<file path="src/rtl/pong_game_engine.sv">
// Pong game-state engine: advances ball, scores and game phase once per frame
// on the rising edge of vsync, feeding positions to the video encoder.
module pong_game_engine #(
  parameter int H_ACTIVE    = 1280,
  parameter int V_ACTIVE    = 720,
  parameter int BALL_SIZE   = 16,
  parameter int PADDLE_W    = 16,
  parameter int PADDLE_H    = 128,
  parameter int P1_X        = 32,
  parameter int P2_X        = 1232,
  parameter int SPEED       = 4,
  parameter int SERVE_DELAY = 60,
  parameter int WIN_SCORE   = 11
) (
  input  logic        clk,
  input  logic        rst,
  input  logic        vsync,
  input  logic [1:0]  mode,
  input  logic [10:0] p1_y,
  input  logic [10:0] p2_y,
  output logic [10:0] ball_x,
  output logic [10:0] ball_y,
  output logic [5:0]  p1_score,
  output logic [5:0]  p2_score,
  output logic        game_over,
  output logic [1:0]  winner
);

  localparam logic [11:0] BALL      = 12'(BALL_SIZE);
  localparam logic [11:0] STEP      = 12'(SPEED);
  localparam logic [11:0] PAD_H     = 12'(PADDLE_H);
  localparam logic [11:0] X_MAX     = 12'(H_ACTIVE - BALL_SIZE);
  localparam logic [11:0] Y_MAX     = 12'(V_ACTIVE - BALL_SIZE);
  localparam logic [11:0] X_CTR     = 12'((H_ACTIVE - BALL_SIZE) / 2);
  localparam logic [11:0] Y_CTR     = 12'((V_ACTIVE - BALL_SIZE) / 2);
  localparam logic [11:0] P1_EDGE   = 12'(P1_X + PADDLE_W);
  localparam logic [11:0] P2_EDGE   = 12'(P2_X);
  localparam logic [11:0] P2_STOP   = 12'(P2_X - BALL_SIZE);
  localparam logic [7:0]  SERVE_CNT = 8'(SERVE_DELAY);
  localparam logic [5:0]  WIN       = 6'(WIN_SCORE);

  localparam logic [1:0] MODE_IDLE = 2'b00;
  localparam logic [1:0] MODE_PLAY = 2'b01;
  localparam logic [1:0] MODE_NEW  = 2'b11;

  typedef enum logic [1:0] {
    ST_SERVE = 2'b00,
    ST_MOVE  = 2'b01,
    ST_POINT = 2'b10,
    ST_OVER  = 2'b11
  } state_t;

  state_t      state_r;
  logic        vsync_q_r;
  logic [7:0]  cnt_r;
  logic [11:0] x_r;
  logic [11:0] y_r;
  logic        dx_left_r;
  logic        dy_up_r;
  logic [5:0]  s1_r;
  logic [5:0]  s2_r;
  logic        scorer_p1_r;
  logic        game_over_r;
  logic [1:0]  winner_r;

  logic        tick_s;
  logic        clear_s;
  logic        ov1_s;
  logic        ov2_s;
  logic [11:0] nx_s;
  logic [11:0] ny_s;
  logic        ndx_left_s;
  logic        ndy_up_s;
  logic        miss_s;
  logic        miss_p1_s;
  logic [5:0]  s1_inc_s;
  logic [5:0]  s2_inc_s;
  logic [7:0]  cnt_inc_s;

  assign tick_s    = vsync & ~vsync_q_r;
  assign clear_s   = rst | (mode == MODE_NEW);
  assign cnt_inc_s = cnt_r + 8'd1;
  assign s1_inc_s  = (s1_r == 6'd63) ? 6'd63 : s1_r + 6'd1;
  assign s2_inc_s  = (s2_r == 6'd63) ? 6'd63 : s2_r + 6'd1;

  // Paddle overlap is judged on the pre-move ball_y; paddle inputs are widened, never clamped
  assign ov1_s = ((y_r + BALL) > {1'b0, p1_y}) && (y_r < ({1'b0, p1_y} + PAD_H));
  assign ov2_s = ((y_r + BALL) > {1'b0, p2_y}) && (y_r < ({1'b0, p2_y} + PAD_H));

  // Next ball position for a MOVE tick; both axes resolve independently
  always_comb begin
    nx_s       = x_r;
    ny_s       = y_r;
    ndx_left_s = dx_left_r;
    ndy_up_s   = dy_up_r;
    miss_s     = 1'b0;
    miss_p1_s  = 1'b0;

    if (dy_up_r) begin
      if (y_r < STEP) begin
        ny_s     = 12'd0;
        ndy_up_s = 1'b0;
      end else begin
        ny_s = y_r - STEP;
      end
    end else begin
      if ((y_r + STEP) > Y_MAX) begin
        ny_s     = Y_MAX;
        ndy_up_s = 1'b1;
      end else begin
        ny_s = y_r + STEP;
      end
    end

    // x - SPEED <= edge is rewritten as x <= edge + SPEED to avoid underflow
    if (dx_left_r) begin
      if ((x_r >= P1_EDGE) && (x_r <= (P1_EDGE + STEP)) && ov1_s) begin
        nx_s       = P1_EDGE;
        ndx_left_s = 1'b0;
      end else if (x_r < STEP) begin
        nx_s      = 12'd0;
        miss_s    = 1'b1;
        miss_p1_s = 1'b0;
      end else begin
        nx_s = x_r - STEP;
      end
    end else begin
      if (((x_r + BALL) <= P2_EDGE) && ((x_r + STEP + BALL) >= P2_EDGE) && ov2_s) begin
        nx_s       = P2_STOP;
        ndx_left_s = 1'b1;
      end else if ((x_r + STEP) > X_MAX) begin
        nx_s      = X_MAX;
        miss_s    = 1'b1;
        miss_p1_s = 1'b1;
      end else begin
        nx_s = x_r + STEP;
      end
    end
  end

  // Frame-edge detector: follows vsync even during a new-game request
  always_ff @(posedge clk) begin
    if (rst) begin
      vsync_q_r <= 1'b0;
    end else begin
      vsync_q_r <= vsync;
    end
  end

  // Game FSM with mode overrides; every output is driven straight from these registers
  always_ff @(posedge clk) begin
    if (clear_s) begin
      state_r     <= ST_SERVE;
      cnt_r       <= 8'd0;
      x_r         <= X_CTR;
      y_r         <= Y_CTR;
      dx_left_r   <= 1'b0;
      dy_up_r     <= 1'b0;
      s1_r        <= 6'd0;
      s2_r        <= 6'd0;
      scorer_p1_r <= 1'b0;
      game_over_r <= 1'b0;
      winner_r    <= 2'b00;
    end else begin
      case (mode)
        MODE_IDLE: begin
          x_r         <= X_CTR;
          y_r         <= Y_CTR;
          state_r     <= ST_SERVE;
          cnt_r       <= 8'd0;
          game_over_r <= 1'b0;
        end
        MODE_PLAY: begin
          if (tick_s) begin
            case (state_r)
              ST_SERVE: begin
                x_r <= X_CTR;
                y_r <= Y_CTR;
                if (cnt_inc_s == SERVE_CNT) begin
                  cnt_r   <= 8'd0;
                  state_r <= ST_MOVE;
                end else begin
                  cnt_r <= cnt_inc_s;
                end
              end
              ST_MOVE: begin
                x_r       <= nx_s;
                y_r       <= ny_s;
                dx_left_r <= ndx_left_s;
                dy_up_r   <= ndy_up_s;
                if (miss_s) begin
                  state_r     <= ST_POINT;
                  scorer_p1_r <= miss_p1_s;
                end
              end
              ST_POINT: begin
                x_r     <= X_CTR;
                y_r     <= Y_CTR;
                dy_up_r <= 1'b0;
                cnt_r   <= 8'd0;
                if (scorer_p1_r) begin
                  s1_r <= s1_inc_s;
                  if (s1_inc_s >= WIN) begin
                    state_r     <= ST_OVER;
                    game_over_r <= 1'b1;
                    winner_r    <= 2'b01;
                  end else begin
                    state_r   <= ST_SERVE;
                    dx_left_r <= 1'b1;
                  end
                end else begin
                  s2_r <= s2_inc_s;
                  if (s2_inc_s >= WIN) begin
                    state_r     <= ST_OVER;
                    game_over_r <= 1'b1;
                    winner_r    <= 2'b10;
                  end else begin
                    state_r   <= ST_SERVE;
                    dx_left_r <= 1'b0;
                  end
                end
              end
              ST_OVER: begin
                x_r         <= X_CTR;
                y_r         <= Y_CTR;
                game_over_r <= 1'b1;
              end
              default: begin
                state_r <= ST_SERVE;
              end
            endcase
          end
        end
        default: begin
          // pause holds everything
        end
      endcase
    end
  end

  assign ball_x    = x_r[10:0];
  assign ball_y    = y_r[10:0];
  assign p1_score  = s1_r;
  assign p2_score  = s2_r;
  assign game_over = game_over_r;
  assign winner    = winner_r;

endmodule

</file>
<file path="config.mk">
export PLATFORM = sky130hd
export DESIGN_NAME = pong_game_engine
export DESIGN_NICKNAME = d
export VERILOG_FILES = /design/src/rtl/pong_game_engine.sv
export SDC_FILE = /design/constraint.sdc
export NUM_CORES = 1
export LEC_CHECK = 0
export CORE_ASPECT_RATIO = 1.4
export CORE_MARGIN = 4
export CORE_UTILIZATION = 50
export CTS_CLUSTER_DIAMETER = 40
export DETAILED_ROUTE_END_ITERATION = 8
export GPL_ROUTABILITY_DRIVEN = 0
export PLACE_DENSITY = 0.73
export SETUP_SLACK_MARGIN = 0.4
export SLEW_MARGIN = 25
export SYNTH_ARGS = -nofsm -noshare
export SYNTH_HDL_FRONTEND = slang
export SYNTH_SLANG_ARGS = --single-unit
</file>
<file path="constraint.sdc">
create_clock -name clk -period 7.75 [get_ports clk]
set_input_delay 1.55 -clock clk [delete_from_list [all_inputs] [get_ports clk]]
set_output_delay 1.55 -clock clk [all_outputs]
set_load 0.02 [all_outputs]
</file>
==> results.yml, run 1 <==
timing:
  drv_slew: 0
  whs_ns: 0.490
  setup-tns-final_ns: 0
  setup-violations-final: 0
  fmax_mhz: 228
  setup_slack_ns: 3.37
  maxSlewHeadroom: 0.337
  finClkSkew_ns: 0.00678
  worst_pin_slew_ns: 0.989
  rsz0062_at_grt: "no"
  final.min_clock_period_ns: 4.38
  hold_violations: 0
  finalCritPeriodShare: 0.565
placement:
  io_buffers: 59
  hpwlAfterDp_um: 9590
  dp_cells: 796
  dpl_cell_area_um2: 5380
  pre_cts_ws_ns: 3.11
run_status:
  status: "complete, no violations"
run:
  maxCapViolCount: 0
final_layout:
  finalNonFillerCells: 804
  diodes: 0
  most-common-layout-cells: "nor2_1, clkdlybuf4s50_1, ha_1"
  fin_area_um2: 5520
  nNetsFinal: 751
  multi_input_area_um2: 3450
  synthToLayoutAreaGrowth_pct: 12.7
  fill_cells: 887
  layout-drive-gt1-share: 0.0387
  regArea_um2: 981
clock_network:
  post_cts_buffers: 0
  cts_num_sinks: 49
  numCtsBuffers: 5
  path_clk_slew_ns: 0.07
  cts_hold_buf: 0
  clkLatencyLatePin_ns: 0.29
  cts_tree: "built"
  cts_resized: 0
  clockRootBuffer: "clkbuf_16"
  htree_levels: 2
  cts_max_path_buffers: 2
synthesis:
  avgSynthCellArea_um2: 7.47
  ys_seq_elements: 49
  netlist_instances: 656
  synth-warning-count: 0
  async_flop_share: 0
  yosysSeqAreaShare: 0.200
  synth-main-ff-cell: "dfxtp_1"
  syn_area_um2: 4900
  synth-edff-count: 0
  synth_cell_type_count: 80
pwr:
  p_leak_uw: 0.00213
  powerDensity_nw_per_um2: 99.1
  intPower_uw: 406
  pwr-share-clk: 0.405
  p_switching_uw: 142
  comb_power_share: 0.131
  seqPwrFrac: 0.465
  vdd_drop_max_mv: 0.143
  swShare: 0.259
grt:
  met3_usage: 0.0264
  antenna_found_initial: 0
  grt_usage: 0.216
  gr-usage-met2: 0.380
  grt_overflow_total: 0
  grt_pass1_vias: 4529
  grt_max_degree: 21
  busiest_layer: "met2"
  grtUsageMet1: 0.256
  grt_first_pass_wirelength_um: 20800
detailed_routing:
  drtAntennaViolNets: 0
  avgRoutedWirePerCell_um: 15.6
  drc_errors: 0
  routed_wl_um: 12500
  dr_total_vias: 4811
  detail_route.first_pass.iterations: 5
  vias_per_cell: 5.98
  drt_iter0_drc: 270
setup_path:
  crit_path_cell_trace: "clkdlybuf4s50_1, inv_1, ha_1, nand4_1, o21ba_2, a311oi_1, o2111ai_1, o21ai_2, nor2_2, a2111oi_0, a211oi_1"
  critPathRequiredTime_ns: 7.92
  crit_buf_inv: 2
  worstSetupStartpointType: "input pin"
  path_delay_family: "compound AO/OA/AOI/OAI gates"
  crit_type: "in2reg"
  slowest_stage: "clkdlybuf4s50_1"
  critPathMaxFanout: 10
  max_stage_delay_ns: 0.55
  worst_ep_arrival_time_ns: 4.55
  end_kind: "flip-flop"
floorplanning:
  num_io_pins: 64
  dieWidth_um: 91.7
  rows: 42
  fp.dieArea_um2: 11500
  core_um2: 9510
  initial_core_util: 0.515
  fp.dieH_um: 125
min_path:
  hold_class: "reg2reg"
-- cell families (layout without fill, tap and decap cells) --
group,count (synthesis),in the layout,share of synthesized area
mux,8,8,0.0166
buf+inv,99,112,0.0970
compound gates,171,171,0.234
simple gates,245,245,0.263
flops,49,49,0.200
other cells,1,4,0.000765
fa+ha+maj,54,54,0.137
xor+xnor,29,29,0.0518
-- metrics by stage --
| stage | utilization | total power (µW) |
|---|---|---|
| floorplan | - | 305 |
| global placement | 0.565 | 329 |
| detailed placement | 0.565 | 331 |
| CTS | 0.581 | 553 |
| global route | 0.581 | 570 |
| finish | 0.581 | 547 |
-- path summary, 6_finish.rpt --
kind / cells after the start / from / end / slack (ns)
max: 11 / p1_y[7] / x_r[9] / 3.37
min: 1 / cnt_r[7] / cnt_r[7] / 0.49
max reg2reg: 13 / y_r[5] / x_r[9] / 3.86
min reg2reg: 1 / cnt_r[7] / cnt_r[7] / 0.49
-- registers in the layout (all words and copies together) (netlist names) --
signal / count
y_r: 10
state_r: 2
scorer_p1_r: 1
x_r: 10
dx_left_r: 1
cnt_r: 8
game_over: 1
dy_up_r: 1
winner: 2
vsync_q_r: 1
p2_score: 6
p1_score: 6
-- per-layer routing --
metal,vias to the layer above,share of wire,wire length (µm)
met4,0,0.035,440
met2,158,0.51,6330
met1,2225,0.41,5190
met5,-,0,0
li1,2395,-,-
met3,33,0.045,558
-- synth_stat cells (all sizes together), types with 5 or more instances --
| cell | instances | share of area |
|---|---|---|
| nor2 | 61 | 0.049 |
| ha | 53 | 0.14 |
| dfxtp | 49 | 0.20 |
| nand2 | 48 | 0.037 |
| a21oi | 47 | 0.048 |
| inv | 41 | 0.031 |
| o21ai | 36 | 0.038 |
| buf | 32 | 0.046 |
| nand3 | 30 | 0.031 |
| clkbuf | 26 | 0.020 |
| nor3 | 24 | 0.027 |
| xnor2 | 20 | 0.036 |
| and3 | 13 | 0.017 |
| nand4 | 13 | 0.020 |
| a211oi | 10 | 0.015 |
| xor2 | 9 | 0.016 |
| a31oi | 8 | 0.010 |
| and2 | 8 | 0.011 |
| mux2i | 7 | 0.014 |
| nand2b | 7 | 0.0089 |
| a21o | 6 | 0.0092 |
| nor2b | 6 | 0.0077 |
| o31ai | 6 | 0.0092 |
| a311oi | 5 | 0.0089 |
| and4 | 5 | 0.0089 |
| nor4 | 5 | 0.0077 |
| o211ai | 5 | 0.0077 |
-- final cells by class --
cell class	instances	area share
multi-input cells	511	0.626
flip-flops and latches	49	0.178
repair buffers	63	0.112
well taps	132	0.0299
inverters	41	0.0279
clock buffers	5	0.0227
clock inverters	3	0.00385
-- power by group through the flow --
stage / clock, µW / combinational [µW] / sequential [µW]
after floorplan: 0 / 44.9 / 260
after global placement: 0 / 68.9 / 260
after detailed placement: 0 / 71.3 / 260
after CTS: 227 / 71.7 / 254
after global routing: 235 / 80.4 / 255
final: 221 / 71.5 / 254
-- worst reg2reg max path: cells and delay by family, from the launching register on --
kind	cells	cell delay, ns
flops	1	0.66
compound gates	6	1.59
simple gates	4	0.69
xor+xnor	1	0.12
fa+ha+maj	2	0.72
No activity file was read; power rests on OpenSTA's default activity.
==> run 2: changes to the inputs <==
--- a/config.mk
+++ b/config.mk
@@ -11,7 +11,7 @@
 export CTS_CLUSTER_DIAMETER = 40
 export DETAILED_ROUTE_END_ITERATION = 8
 export GPL_ROUTABILITY_DRIVEN = 0
-export PLACE_DENSITY = 0.73
+export PLACE_DENSITY = 0.76
 export SETUP_SLACK_MARGIN = 0.4
 export SLEW_MARGIN = 25
 export SYNTH_ARGS = -nofsm -noshare
==> constraint.sdc (replaced) <==
create_clock -name clk -period 3.51 [get_ports clk]
set_input_delay 0.702 -clock clk [delete_from_list [all_inputs] [get_ports clk]]
set_output_delay 0.702 -clock clk [all_outputs]
set_load 0.02 [all_outputs]
==> run 2 against run 1 <==
Worst setup slack got worse by 2.8 ns. Routed wire length rose by 11%. Sequential cell count did not move. Final cell count rose by 3.7%. Sequential power rose by 120%. Count of clock-buffer cells in the layout did not move. Critical path type is now reg2reg. Largest cell class unchanged.
==> results.yml, run 2 (synthesized netlist as in run 1, its figures left out) <==
final_layout:
  final_common_cell: "nor2_1"
  synthToLayoutAreaGrowth_pct: 21.6
  reg_top3: "x_r: 10 flops, y_r: 10 flops, cnt_r: 8 flops"
  layout-drive-gt1-share: 0.118
  nNetsFinal: 781
  fill_cells: 821
  diodes: 0
  most-common-layout-cells: "nor2_1, clkdlybuf4s50_1, nand2_1, ha_1"
timing:
  worst_pin_slew_ns: 0.712
  finClkSkew_ns: 0.00976
  rsz0062_at_grt: "no"
  fmax_mhz: 338
  setup-tns-final_ns: 0
  finalCritPeriodShare: 0.844
  whs_ns: 0.491
  setup_slack_ns: 0.548
  final.min_clock_period_ns: 2.96
  setup-violations-final: 0
  maxSlewHeadroom: 0.522
  drv_slew: 0
  hold_violations: 0
clock_network:
  cts_num_sinks: 49
  numCtsBuffers: 5
  htree_levels: 2
  cts_hold_buf: 0
  cts_tree: "built"
  clkLatencyLatePin_ns: 0.29
  cts_max_path_buffers: 2
  clockRootBuffer: "clkbuf_16"
  path_clk_slew_ns: 0.07
pwr:
  p_switching_uw: 319
  seqPwrFrac: 0.432
  vdd_drop_max_mv: 0.283
  swShare: 0.246
  comb_power_share: 0.138
  powerDensity_nw_per_um2: 217
  pwr-share-clk: 0.430
  intPower_uw: 977
  p_leak_uw: 0.00238
  finalPower_uw: 1300
floorplanning:
  rows: 42
  core_um2: 9510
  fp.dieH_um: 125
  fp.dieArea_um2: 11500
  dieWidth_um: 91.7
  num_io_pins: 64
  initial_core_util: 0.515
run:
  maxCapViolCount: 0
grt:
  antenna_found_initial: 0
  grt_pass1_vias: 4980
  grt_usage: 0.234
  grt_max_degree: 18
  grt_first_pass_wirelength_um: 22800
  grt_overflow_total: 0
detailed_routing:
  dr_total_vias: 5131
  drt_iter0_drc: 509
  avgRoutedWirePerCell_um: 16.7
  drtAntennaViolNets: 0
  vias_per_cell: 6.15
  drc_errors: 0
  routed_wl_um: 13900
  detail_route.first_pass.iterations: 6
setup_path:
  regToRegStartpoint: "y_r[5]"
  crit_path_cell_trace: "and3_1, nand3_1, xnor2_2, ha_1, a21o_1, a211oi_2, a311oi_2, o2111ai_2, o21ai_2, buf_4, nor3_2, o32ai_2, a32o_1"
  critPathRequiredTime_ns: 3.70
  crit_start: "y_r[5]"
  critPathMaxFanout: 6
  max_stage_delay_ns: 0.40
  crit_type: "reg2reg"
  slowest_stage: "dfxtp_4"
  worstSetupStartpointType: "flip-flop"
  end_kind: "flip-flop"
  worst_ep_arrival_time_ns: 3.15
run_status:
  status: "complete, no violations"
placement:
  hpwlAfterDp_um: 10400
  pre_cts_ws_ns: 0.0253
  io_buffers: 59
min_path:
  min_from: "cnt_r[3]"
  hold_class: "reg2reg"
-- run 2: cell types whose count changed in the layout (fill, tap and decap cells not counted), sizes merged --
cell and change:
buf +30, bufinv +1, clkdlybuf4s50 -6, clkinvlp -1
dlymetal6s2s +6
-- run 2: worst max-delay path, delay by kind of cell (launching register included) --
family          cells  cell delay [ns]
xor+xnor            1             0.27
compound gates      7             1.21
simple gates        3             0.49
buf+inv             1             0.19
fa+ha+maj           1             0.29
flops               1             0.40
-- run 2: power groups by stage --
| stage | logic, µW | clock network (µW) | registers, µW |
|---|---|---|---|
| 6_report | 179 | 557 | 560 |
| 3_3_place_gp | 160 | 0 | 575 |
| 2_1_floorplan | 99.1 | 0 | 573 |
| 5_1_grt | 198 | 589 | 560 |
| 4_1_cts | 169 | 567 | 562 |
| 3_5_place_dp | 167 | 0 | 575 |
-- run 2: path summary, 6_finish.rpt --
kind | end | slack [ns] | cells after the start
setup / recovery | x_r[5] | 0.55 | 13
hold reg to reg | cnt_r[3] | 0.49 | 2
hold / removal | cnt_r[3] | 0.49 | 2
setup reg to reg | x_r[5] | 0.55 | 13
-- run 2: routing by layer --
layer | track usage | share of wire | up-vias
met5 | 0 | 0 | -
met4 | 0.115 | 0.042 | 0
met3 | 0.0319 | 0.047 | 56
met2 | 0.415 | 0.52 | 200
met1 | 0.271 | 0.39 | 2427
li1 | - | - | 2448
-- run 2: cell type report --
type                            instances  area (µm²)  area share
Clock buffer                            5         125      0.0210
Clock inverter                          3        43.8     0.00735
Inverter                               41         154      0.0258
Multi-Input combinational cell        511        3610       0.605
Sequential cell                        49         992       0.166
Tap cell                              132         165      0.0277
Timing Repair Buffer                   93         872       0.146
-- run 2: stage by stage --
stage / util / instance area [µm²] / cells
CTS: 0.604 / 5740 / 827
global placement: 0.582 / 5540 / 818
global route: 0.627 / 5960 / 834
floorplan: - / 4910 / 659
finish: 0.627 / 5960 / 834
detailed placement: 0.582 / 5540 / 818
-- run 2: what timing repair did --
| action | 4_1_cts | 5_1_grt |
|---|---|---|
| endpoints found under the setup margin | 13 | 14 |
| cloned | 0 | 1 |
| gates resized for setup | 7 | 39 |
| hold endpoints to repair | 0 | 0 |
| setup buffers | 1 | 6 |
| pin swaps | 2 | 19 |
